===== src/rtl/store_unit_pkg.sv =====
// Pipeline definitions shared by the load and store paths.
// Holds the load/store select encodings, the store FSM state type, the
// big-endian byte-lane constant and the memory write payload struct.
package store_unit_pkg;

  localparam int unsigned ADDR_W = 32;
  localparam int unsigned DATA_W = 32;
  localparam int unsigned BE_W   = DATA_W / 8;
  localparam int unsigned SEL_W  = 3;

  // Load select encodings (consumed by the load alignment logic)
  localparam logic [SEL_W-1:0] LD_SEL_LB  = 3'd0;
  localparam logic [SEL_W-1:0] LD_SEL_LH  = 3'd1;
  localparam logic [SEL_W-1:0] LD_SEL_LW  = 3'd2;
  localparam logic [SEL_W-1:0] LD_SEL_LWL = 3'd3;
  localparam logic [SEL_W-1:0] LD_SEL_LWR = 3'd4;

  // Store select encodings, numerically paired with the load encodings
  localparam logic [SEL_W-1:0] SEL_SB  = 3'd0;
  localparam logic [SEL_W-1:0] SEL_SH  = 3'd1;
  localparam logic [SEL_W-1:0] SEL_SW  = 3'd2;
  localparam logic [SEL_W-1:0] SEL_SWL = 3'd3;
  localparam logic [SEL_W-1:0] SEL_SWR = 3'd4;

  // Big-endian: byte address 0 lives in the most significant lane
  localparam logic [BE_W-1:0] BE_LANE0 = 4'b1000;

  typedef enum logic {
    IDLE = 1'b0,
    REQ  = 1'b1
  } state_e;

  // Data-memory write payload
  typedef struct packed {
    logic [ADDR_W-1:0] addr;
    logic [DATA_W-1:0] wdata;
    logic [BE_W-1:0]   be;
  } mem_wr_t;

endpackage


===== src/rtl/store_align.sv =====
// Store data alignment: places register data into big-endian byte lanes,
// produces byte enables and flags misaligned or illegal store selects.
// Purely combinational.
// Ports:
//   addr_lo  : low two bits of the byte address
//   sel      : store select (sb/sh/sw/swl/swr, 5-7 illegal)
//   data     : rt register value
//   wdata    : lane-aligned write data
//   be       : byte enables, be[3] = byte address 0
//   misalign : address error (misaligned sh/sw or illegal select)
module store_align
  import store_unit_pkg::*;
(
  input  logic [1:0]        addr_lo,
  input  logic [SEL_W-1:0]  sel,
  input  logic [DATA_W-1:0] data,
  output logic [DATA_W-1:0] wdata,
  output logic [BE_W-1:0]   be,
  output logic              misalign
);

  // Lane placement per store type; swl/swr cover the partial-word cases
  always_comb begin
    wdata    = '0;
    be       = '0;
    misalign = 1'b0;
    case (sel)
      SEL_SB: begin
        wdata = {4{data[7:0]}};
        be    = BE_LANE0 >> addr_lo;
      end
      SEL_SH: begin
        wdata    = {2{data[15:0]}};
        be       = addr_lo[1] ? 4'b0011 : 4'b1100;
        misalign = addr_lo[0];
      end
      SEL_SW: begin
        wdata    = data;
        be       = 4'b1111;
        misalign = (addr_lo != 2'b00);
      end
      SEL_SWL: begin
        wdata = data >> {addr_lo, 3'b000};
        be    = 4'b1111 >> addr_lo;
      end
      SEL_SWR: begin
        // ~addr_lo == 3 - addr_lo
        wdata = data << {~addr_lo, 3'b000};
        be    = 4'b1111 << ~addr_lo;
      end
      default: misalign = 1'b1;
    endcase
  end

endmodule


===== src/rtl/store_unit.sv =====
// MEM-stage store unit: accepts one store op via valid/ready, aligns it and
// drives the data-memory write port with a req/gnt handshake. Reports
// address errors (ades) and write timeouts (bus_err).
// Ports:
//   clk, rst_n                 : clock, async active-low reset
//   in_valid/in_ready          : op handshake (ready only in IDLE)
//   in_addr, in_sel, in_data   : store op
//   mem_req/mem_gnt            : write request handshake
//   mem_addr, mem_wdata, mem_be: write payload (word address)
//   done, ades, bus_err        : one-cycle completion/fault pulses
//   ades_addr                  : faulting address, held until next fault
module store_unit
  import store_unit_pkg::*;
#(
  parameter int unsigned MAX_WAIT = 16,
  parameter int unsigned CNT_W    = 8
) (
  input  logic              clk,
  input  logic              rst_n,
  input  logic              in_valid,
  output logic              in_ready,
  input  logic [ADDR_W-1:0] in_addr,
  input  logic [SEL_W-1:0]  in_sel,
  input  logic [DATA_W-1:0] in_data,
  output logic              mem_req,
  input  logic              mem_gnt,
  output logic [ADDR_W-1:0] mem_addr,
  output logic [DATA_W-1:0] mem_wdata,
  output logic [BE_W-1:0]   mem_be,
  output logic              done,
  output logic              ades,
  output logic [ADDR_W-1:0] ades_addr,
  output logic              bus_err
);

  state_e            state;
  logic [CNT_W-1:0]  wait_cnt;
  mem_wr_t           wr_q;
  logic [DATA_W-1:0] al_wdata;
  logic [BE_W-1:0]   al_be;
  logic              al_misalign;
  logic              accept;

  store_align u_align (
    .addr_lo  (in_addr[1:0]),
    .sel      (in_sel),
    .data     (in_data),
    .wdata    (al_wdata),
    .be       (al_be),
    .misalign (al_misalign)
  );

  assign in_ready  = (state == IDLE);
  assign accept    = in_valid & in_ready;
  assign mem_addr  = wr_q.addr;
  assign mem_wdata = wr_q.wdata;
  assign mem_be    = wr_q.be;

  // FSM, wait counter and registered outputs
  always_ff @(posedge clk or negedge rst_n) begin
    if (!rst_n) begin
      state     <= IDLE;
      wait_cnt  <= '0;
      wr_q      <= '0;
      mem_req   <= 1'b0;
      done      <= 1'b0;
      ades      <= 1'b0;
      ades_addr <= '0;
      bus_err   <= 1'b0;
    end else begin
      done    <= 1'b0;
      ades    <= 1'b0;
      bus_err <= 1'b0;
      case (state)
        IDLE: begin
          if (accept) begin
            if (al_misalign) begin
              ades      <= 1'b1;
              ades_addr <= in_addr;
            end else begin
              wr_q.addr  <= {in_addr[ADDR_W-1:2], 2'b00};
              wr_q.wdata <= al_wdata;
              wr_q.be    <= al_be;
              mem_req    <= 1'b1;
              wait_cnt   <= '0;
              state      <= REQ;
            end
          end
        end
        REQ: begin
          // A grant in the final wait cycle still completes the write
          if (mem_gnt) begin
            done     <= 1'b1;
            mem_req  <= 1'b0;
            wr_q.be  <= '0;
            wait_cnt <= '0;
            state    <= IDLE;
          end else if (wait_cnt == CNT_W'(MAX_WAIT - 1)) begin
            bus_err  <= 1'b1;
            mem_req  <= 1'b0;
            wr_q.be  <= '0;
            wait_cnt <= '0;
            state    <= IDLE;
          end else begin
            wait_cnt <= wait_cnt + CNT_W'(1);
          end
        end
        default: state <= IDLE;
      endcase
    end
  end

endmodule

===== config.mk =====
export PLATFORM = sky130hd
export DESIGN_NAME = store_unit
export DESIGN_NICKNAME = d
export VERILOG_FILES = /design/src/rtl/store_unit_pkg.sv /design/src/rtl/store_align.sv /design/src/rtl/store_unit.sv
export SDC_FILE = /design/constraint.sdc
export NUM_CORES = 1
export LEC_CHECK = 0
export ABC_AREA = 1
export BUFFER_PORTS_ARGS = -buffer_cell sky130_fd_sc_hd__clkbuf_2
export CAP_MARGIN = 20
export CELL_PAD_IN_SITES_DETAIL_PLACEMENT = 0
export CELL_PAD_IN_SITES_GLOBAL_PLACEMENT = 1
export CORE_MARGIN = 5
export CORE_UTILIZATION = 31
export CTS_CLUSTER_SIZE = 28
export DETAILED_ROUTE_END_ITERATION = 8
export GPL_TIMING_DRIVEN = 0
export PLACE_DENSITY_LB_ADDON = 0.1
export SETUP_SLACK_MARGIN = 0.1
export SLEW_MARGIN = 20
export SYNTH_ARGS = -nofsm -noshare
export SYNTH_HDL_FRONTEND = slang
export SYNTH_HIERARCHICAL = 1
export SYNTH_SLANG_ARGS = --single-unit

===== constraint.sdc =====
create_clock -name clk -period 2.7 [get_ports clk]
set_input_delay 0.54 -clock clk [delete_from_list [all_inputs] [get_ports clk]]
set_output_delay 0.54 -clock clk [all_outputs]
set_load 0.05 [all_outputs]

==> results of run 1 <==
[sequential cells by signal, indices dropped and copies added, names as in the netlist]
register	cells
mem_req	1
state	1
done	1
ades	1
ades_addr	32
mem_be	4
mem_wdata	32
mem_addr	30
bus_err	1
wait_cnt	8
[final cells by class]
type / count / share of cell area (%)
repair buffers: 173 / 11.5
multi-input cells: 641 / 37.0
clock buffers: 10 / 2.94
flip-flops and latches: 111 / 35.7
inverters: 74 / 3.60
clock inverters: 6 / 1.11
plain buffers: 50 / 3.95
well taps: 265 / 4.26
[cells in the mapped netlist (6+ instances only)]
cell / number
sky130_fd_sc_hd__nand2_1: 298
sky130_fd_sc_hd__nand3_1: 163
sky130_fd_sc_hd__dfrtp_1: 111
sky130_fd_sc_hd__inv_1: 65
sky130_fd_sc_hd__nor2_1: 57
sky130_fd_sc_hd__o21ai_0: 53
sky130_fd_sc_hd__buf_2: 28
sky130_fd_sc_hd__o21ai_1: 18
sky130_fd_sc_hd__a21oi_1: 14
sky130_fd_sc_hd__buf_4: 10
sky130_fd_sc_hd__inv_2: 8
sky130_fd_sc_hd__o211ai_1: 8
sky130_fd_sc_hd__buf_6: 6
sky130_fd_sc_hd__clkbuf_1: 6
[where the power goes]
part / internal [mW] / total, mW / leakage (nW) / switching, mW
sequential: 2.02 / 2.21 / 1.42 / 0.194
clock: 0.748 / 1.43 / 0.154 / 0.681
combinational: 0.542 / 2.56 / 2.80 / 2.02
[worst paths after layout]
kind | endpoint | cells after the start
min | bus_err$_DFF_PN0_ | 1
max in group asynchronous | mem_wdata[18]$_DFFE_PN0P_ | 2
max reg2reg | mem_be[2]$_DFFE_PN0P_ | 6
min reg2reg | mem_req$_DFFE_PN0P_ | 2
max | mem_addr[25]$_DFFE_PN0P_ | 13
min in group clk | done$_DFF_PN0_ | 3
[metrics by stage]
step	cells	util (%)
2_1_floorplan	876	-
3_5_place_dp	1314	38.1
4_1_cts	1330	39.7
5_1_grt	1330	39.8
3_3_place_gp	1313	37.9
6_report	1330	39.8
[cells by family (layout without fill, tap and decap cells)]
logic type,count (synthesis),in the layout
and+or+nand+nor,539,539
buffers and inverters,124,313
DFF,111,111
AOI/OAI and AO/OA,99,99
adders and majority gates,1,1
other,1,2
[routing by layer]
layer / up-vias / track usage (%) / routed length (um)
li1: 3196 / - / -
met1: 3084 / 26.8 / 10200
met2: 236 / 33.4 / 10800
met3: 30 / 3.30 / 1630
met4: 0 / 6.20 / 531
met5: - / 0 / 0
[repair_timing]
item,in CTS,in global routing
pin swaps,0,0
endpoints found under the hold margin,0,0
buffers inserted,0,0
endpoints found under the setup margin,24,20
gates resized for setup,1,3
==> qor.txt, run 1 <==
number of I/O port buffers: 172
power density of the placed cells: 796 nW/um^2
number of I/O pins: 176
Startpoint Class: input port
number of enable flip-flop cells after synthesis: 0
level count of the clock H-tree: 3
vias in the first global route: 6,295
Seq. cell area: 2780 um^2
leading cell type in the layout, fill and taps excluded: sky130_fd_sc_hd__nand2_1
Post-route DRC: 0
total power: 6.20 mW
number of setup violations in the final report: 0
number of diodes added for antenna fixing: 0
drt first-iter violations: 432
main combinational cell family by area after synthesis: simple AND/OR/NAND/NOR gates
Detailed Route WL: 23.2 mm
gate count of the mapped netlist: 875
pin count of the biggest net entering global routing: 89
Worst-Skew Late Latency: 0.35 ns
largest cells by area after synthesis: sky130_fd_sc_hd__dfrtp_1 (45%), sky130_fd_sc_hd__nand2_1 (18%), sky130_fd_sc_hd__nand3_1 (13%), sky130_fd_sc_hd__o21ai_0 (4.3%), sky130_fd_sc_hd__inv_1 (3.9%)
top fanout value on the critical path: 10
cell-by-cell listing of the critical path: clkbuf_2, inv_2, nand3_2, inv_4, buf_6, nand2_1, o221ai_2, inv_2, nand2_2, buf_4, buf_2, nand2_1, o21ai_0
Static Leak: 4.37 nW
antenna-violating nets left: 0
final-layout fill cell count: 2,183
crit-path leading delay family: buffers and inverters
maximum VDD drop: 0.393 mV
Post-Synthesis Mean Instance Area: 7.12 um^2
FF-to-FF Start: wait_cnt[0]$_DFFE_PN0P_
unrepaired setup endpoints after global routing: no
slew at the pin with the worst max-slew slack: 0.639 ns
proportion of netlist area held by the largest area contributor: 44.6%
global-route wire length before repair: 35.2 mm
final number of max-transition violations: 0
detailed placer's ending HPWL: 17.2 mm
cts-stage hold buffer count: 0
final worst clock skew: 0.00597 ns
CTS Buffer Depth: 2
endpoint class of the critical path: flip-flop
most frequent cells in the layout: sky130_fd_sc_hd__nand2_1 (298), sky130_fd_sc_hd__clkbuf_2 (171), sky130_fd_sc_hd__nand3_1 (163)
antenna violations before repair: 0
Crit Path Class: input port to flip-flop
sinks on the clock net: 111
multi-input gate area in the final layout: 2880 um^2
clock tree from TritonCTS: done
Post-Syn Area: 6230 um^2
highest clock frequency the design can meet: 0.418 GHz
share of the synthesized area in compound gates (AO/OA/AOI/OAI): 8.54%
worst max-slew margin expressed relative to the limit: 57.4%
global routing usage summed across all routing layers: 20.1%
ratio of cells with drive above 1 in the final layout: 23.8%
root buffer cell: sky130_fd_sc_hd__clkbuf_16
Post-DP Area: 7460 um^2
total die area: 23,000 um^2
starting density of the core: 31.8%
clock-pin slew reported for the worst setup and hold paths after clock tree synthesis: 0.08 ns
async set-reset flop share out of synthesis: 100%
final hold violations: 0
post-route fraction of the period consumed by the critical path: 88.6%
net count reported at finish: 1,132
post-DR vias/cell: 4.92
die boundary width: 152 um
Routability Congestion: 0.876
crit path buf inv count: 7
overflow left after global routing: 0
Top FF cell, synth: sky130_fd_sc_hd__dfrtp_1
simple-gate area share of the yosys netlist: 37.2%
start point of the critical path: in_sel[0]
Synthesis Warnings: 6
number of standard-cell rows in the floorplan: 51
path type of the worst min-delay path: input port to async pin
DR vias: 6,546
slowest cell on the critical path: sky130_fd_sc_hd__buf_2
Max-cap violations: 0
Cell variety after synth: 29
post-route minimum period: 2.39 ns
Adder-Cell Fraction of Synth Area: 0.201%
count of TritonRoute iterations in the first routing pass: 5
reg-to-reg setup timing slack: 0.97 ns
xor and xnor fraction of the mapped netlist area: 0%
die height: 152 um
post-synthesis register bit count: 111
wire length per cell after detailed routing: 17.4 um
summed negative setup slack over all endpoints: 0 ns
Seq/Total Area, Yosys: 44.6%
Crit path largest cell delay: 0.25 ns
standard cell core area: 19,600 um^2
worst slack at placement: -0.359 ns
data required time at the worst endpoint: 2.97 ns
number of clock buffers inserted by TritonCTS: 9
data arrival time of the critical path: 2.67 ns
Hold WS: 0.0465 ns
mux contribution to synthesized area: 0%
area added between synthesis and finish: 25.1%
design area: 7790 um^2
result of the run: finished, final reports clean
post-route setup slack: 0.307 ns
cell taking the most area after synthesis: sky130_fd_sc_hd__dfrtp_1
(Power assumes the default switching activity.)
==> run 2: changes to the inputs <==
--- a/config.mk
+++ b/config.mk
@@ -15,7 +15,7 @@
 export CTS_CLUSTER_SIZE = 28
 export DETAILED_ROUTE_END_ITERATION = 8
 export GPL_TIMING_DRIVEN = 0
-export PLACE_DENSITY_LB_ADDON = 0.1
+export PLACE_DENSITY_LB_ADDON = 0.25
 export SETUP_SLACK_MARGIN = 0.1
 export SLEW_MARGIN = 20
 export SYNTH_ARGS = -nofsm -noshare
==> run 2 against run 1 <==
Combinational power is essentially flat; total power shrank 0.73%; critical path depth is the same; global-route usage shrank 0.39 points; non-clock buffer count is the same; sequential power is essentially flat; clock-buffer cell count shrank 1; core utilization shrank 0.083 points; worst setup slack lost 0.013 ns; worst hold slack gained 0.0046 ns.
==> qor.txt, run 2 (synthesis gave the netlist of run 1 again) <==
result of the run: finished, final reports clean
summed negative setup slack over all endpoints: 0 ns (unchanged)
Post-DP Area: 7460 um^2 (unchanged)
maximum VDD drop: 0.274 mV (-30%)
Worst-Skew Late Latency: 0.36 ns (about the same)
slew at the pin with the worst max-slew slack: 0.653 ns (+0.0135 ns)
post-route fraction of the period consumed by the critical path: 89.1% (+0.46 points)
total power: 6.15 mW (-0.73%)
standard cell core area: 19,600 um^2 (unchanged)
Startpoint Class: input port
Seq. cell area: 2780 um^2 (unchanged)
post-layout utilization of the core: 39.7% (-0.083 points)
Post-route DRC: 0 (unchanged)
final-layout fill cell count: 2,190 (+0.32%)
path type of the worst min-delay path: input port to async pin
data required time at the worst endpoint: 2.98 ns (about the same)
final hold violations: 0 (unchanged)
overflow left after global routing: 0 (unchanged)
unrepaired setup endpoints after global routing: no
design area: 7770 um^2 (-0.21%)
clock tree from TritonCTS: done
post-DR vias/cell: 4.85 (-1.5%)
final worst clock skew: 0.0106 ns (+0.00458 ns)
level count of the clock H-tree: 3 (unchanged)
Static Leak: 4.37 nW (-0.14%)
worst max-slew margin expressed relative to the limit: 56.5% (-0.90 points)
wire length per cell after detailed routing: 16.8 um (-3.5%)
number of I/O pins: 176 (unchanged)
global-route wire length before repair: 35.0 mm (-0.74%)
top fanout value on the critical path: 10 (unchanged)
global routing usage summed across all routing layers: 19.7% (-0.39 points)
antenna-violating nets left: 0 (unchanged)
slowest cell on the critical path: sky130_fd_sc_hd__buf_2
clock-pin slew reported for the worst setup and hold paths after clock tree synthesis: 0.09 ns (about the same)
crit-path leading delay family: buffers and inverters
Crit path largest cell delay: 0.24 ns (about the same)
cell-by-cell listing of the critical path: clkbuf_2, inv_2, nand3_2, inv_2, buf_6, nand2_1, o221ai_2, inv_2, nand2_2, buf_4, buf_2, nand2_1, o21ai_0
root buffer cell: sky130_fd_sc_hd__clkbuf_16
pin count of the biggest net entering global routing: 89 (unchanged)
number of standard-cell rows in the floorplan: 51 (unchanged)
detailed placer's ending HPWL: 17.1 mm (-0.55%)
Detailed Route WL: 22.4 mm (-3.5%)
ratio of cells with drive above 1 in the final layout: 23.8% (+0.094 points)
net count reported at finish: 1,132 (unchanged)
post-CTS setup buffer count: 0 (unchanged)
sinks on the clock net: 111 (unchanged)
highest clock frequency the design can meet: 0.416 GHz (-0.52%)
cts-stage hold buffer count: 0 (unchanged)
number of setup violations in the final report: 0 (unchanged)
crit path buf inv count: 7 (unchanged)
number of diodes added for antenna fixing: 0 (unchanged)
CTS Buffer Depth: 2 (unchanged)
DR vias: 6,448 (-1.5%)
Crit Path Class: input port to flip-flop
die height: 152 um (unchanged)
multi-input gate area in the final layout: 2880 um^2 (-0.17%)
post-route minimum period: 2.41 ns (+0.0125 ns)
Hold WS: 0.0511 ns (+0.00463 ns)
Max-cap violations: 0 (unchanged)
endpoint class of the critical path: flip-flop
total die area: 23,000 um^2 (unchanged)
number of I/O port buffers: 172 (unchanged)
final number of max-transition violations: 0 (unchanged)
count of TritonRoute iterations in the first routing pass: 5 (unchanged)
vias in the first global route: 6,245 (-0.79%)
power density of the placed cells: 792 nW/um^2 (-0.52%)
most numerous cell on the critical path: sky130_fd_sc_hd__inv_2
antenna violations before repair: 0 (unchanged)
area added between synthesis and finish: 24.9%
drt first-iter violations: 391 (-9.5%)
leading cell type in the layout, fill and taps excluded: sky130_fd_sc_hd__nand2_1
number of clock buffers inserted by TritonCTS: 9 (unchanged)
Routability Congestion: 0.887 (+1.3%)
starting density of the core: 31.8% (unchanged)
most frequent cells in the layout: sky130_fd_sc_hd__nand2_1 (298), sky130_fd_sc_hd__clkbuf_2 (171), sky130_fd_sc_hd__nand3_1 (163)
die boundary width: 152 um (unchanged)
data arrival time of the critical path: 2.68 ns (about the same)
-- run 2: area by class of cell --
type	count	area share, %
multi-input cells	641	37.0
flip-flops and latches	111	35.7
well taps	265	4.27
inverters	74	3.57
clock inverters	7	1.08
clock buffers	9	2.90
repair buffers	173	11.5
plain buffers	50	3.93
-- run 2: power breakdown --
group / leakage (nW) / switching, mW / internal, mW
clock network: 0.150 / 0.703 / 0.667
logic: 2.80 / 2.03 / 0.540
registers: 1.42 / 0.198 / 2.02
-- run 2: stage by stage --
step	std cells	worst slack (ns)
floorplan	876	0.525
global placement	1313	-0.630
detailed placement	1314	-0.252
CTS	1330	0.133
global route	1330	0.142
finish	1330	0.295
-- run 2: path summary, 6_finish.rpt --
kind / start / to / slack [ns] / depth (start not counted)
min in group clk: mem_gnt / done$_DFF_PN0_ / 0.39 / 3
min reg2reg: mem_wdata[22]$_DFFE_PN0P_ / mem_wdata[22]$_DFFE_PN0P_ / 0.48 / 2
max in group asynchronous: rst_n / mem_addr[26]$_DFFE_PN0P_ / 1.93 / 2
max: in_sel[0] / mem_addr[23]$_DFFE_PN0P_ / 0.29 / 13
min: rst_n / wait_cnt[7]$_DFFE_PN0P_ / 0.05 / 1
max reg2reg: wait_cnt[0]$_DFFE_PN0P_ / mem_req$_DFFE_PN0P_ / 0.95 / 6
-- run 2: layer usage --
layer	vias to the layer above	GRT usage (%)	routed length, um	share of wire [%]
li1	3199	-	-	-
met1	2956	27.0	9950	45
met2	266	31.5	10200	46
met3	27	4.13	1750	7.8
met4	0	5.66	440	2.0
met5	-	0	0	0
-- run 2: what timing repair did --
action / 4_1_cts / 5_1_grt
resized for setup: 0 / 1
endpoints found under the hold margin: 0 / 0
endpoints found under the setup margin: 0 / 64
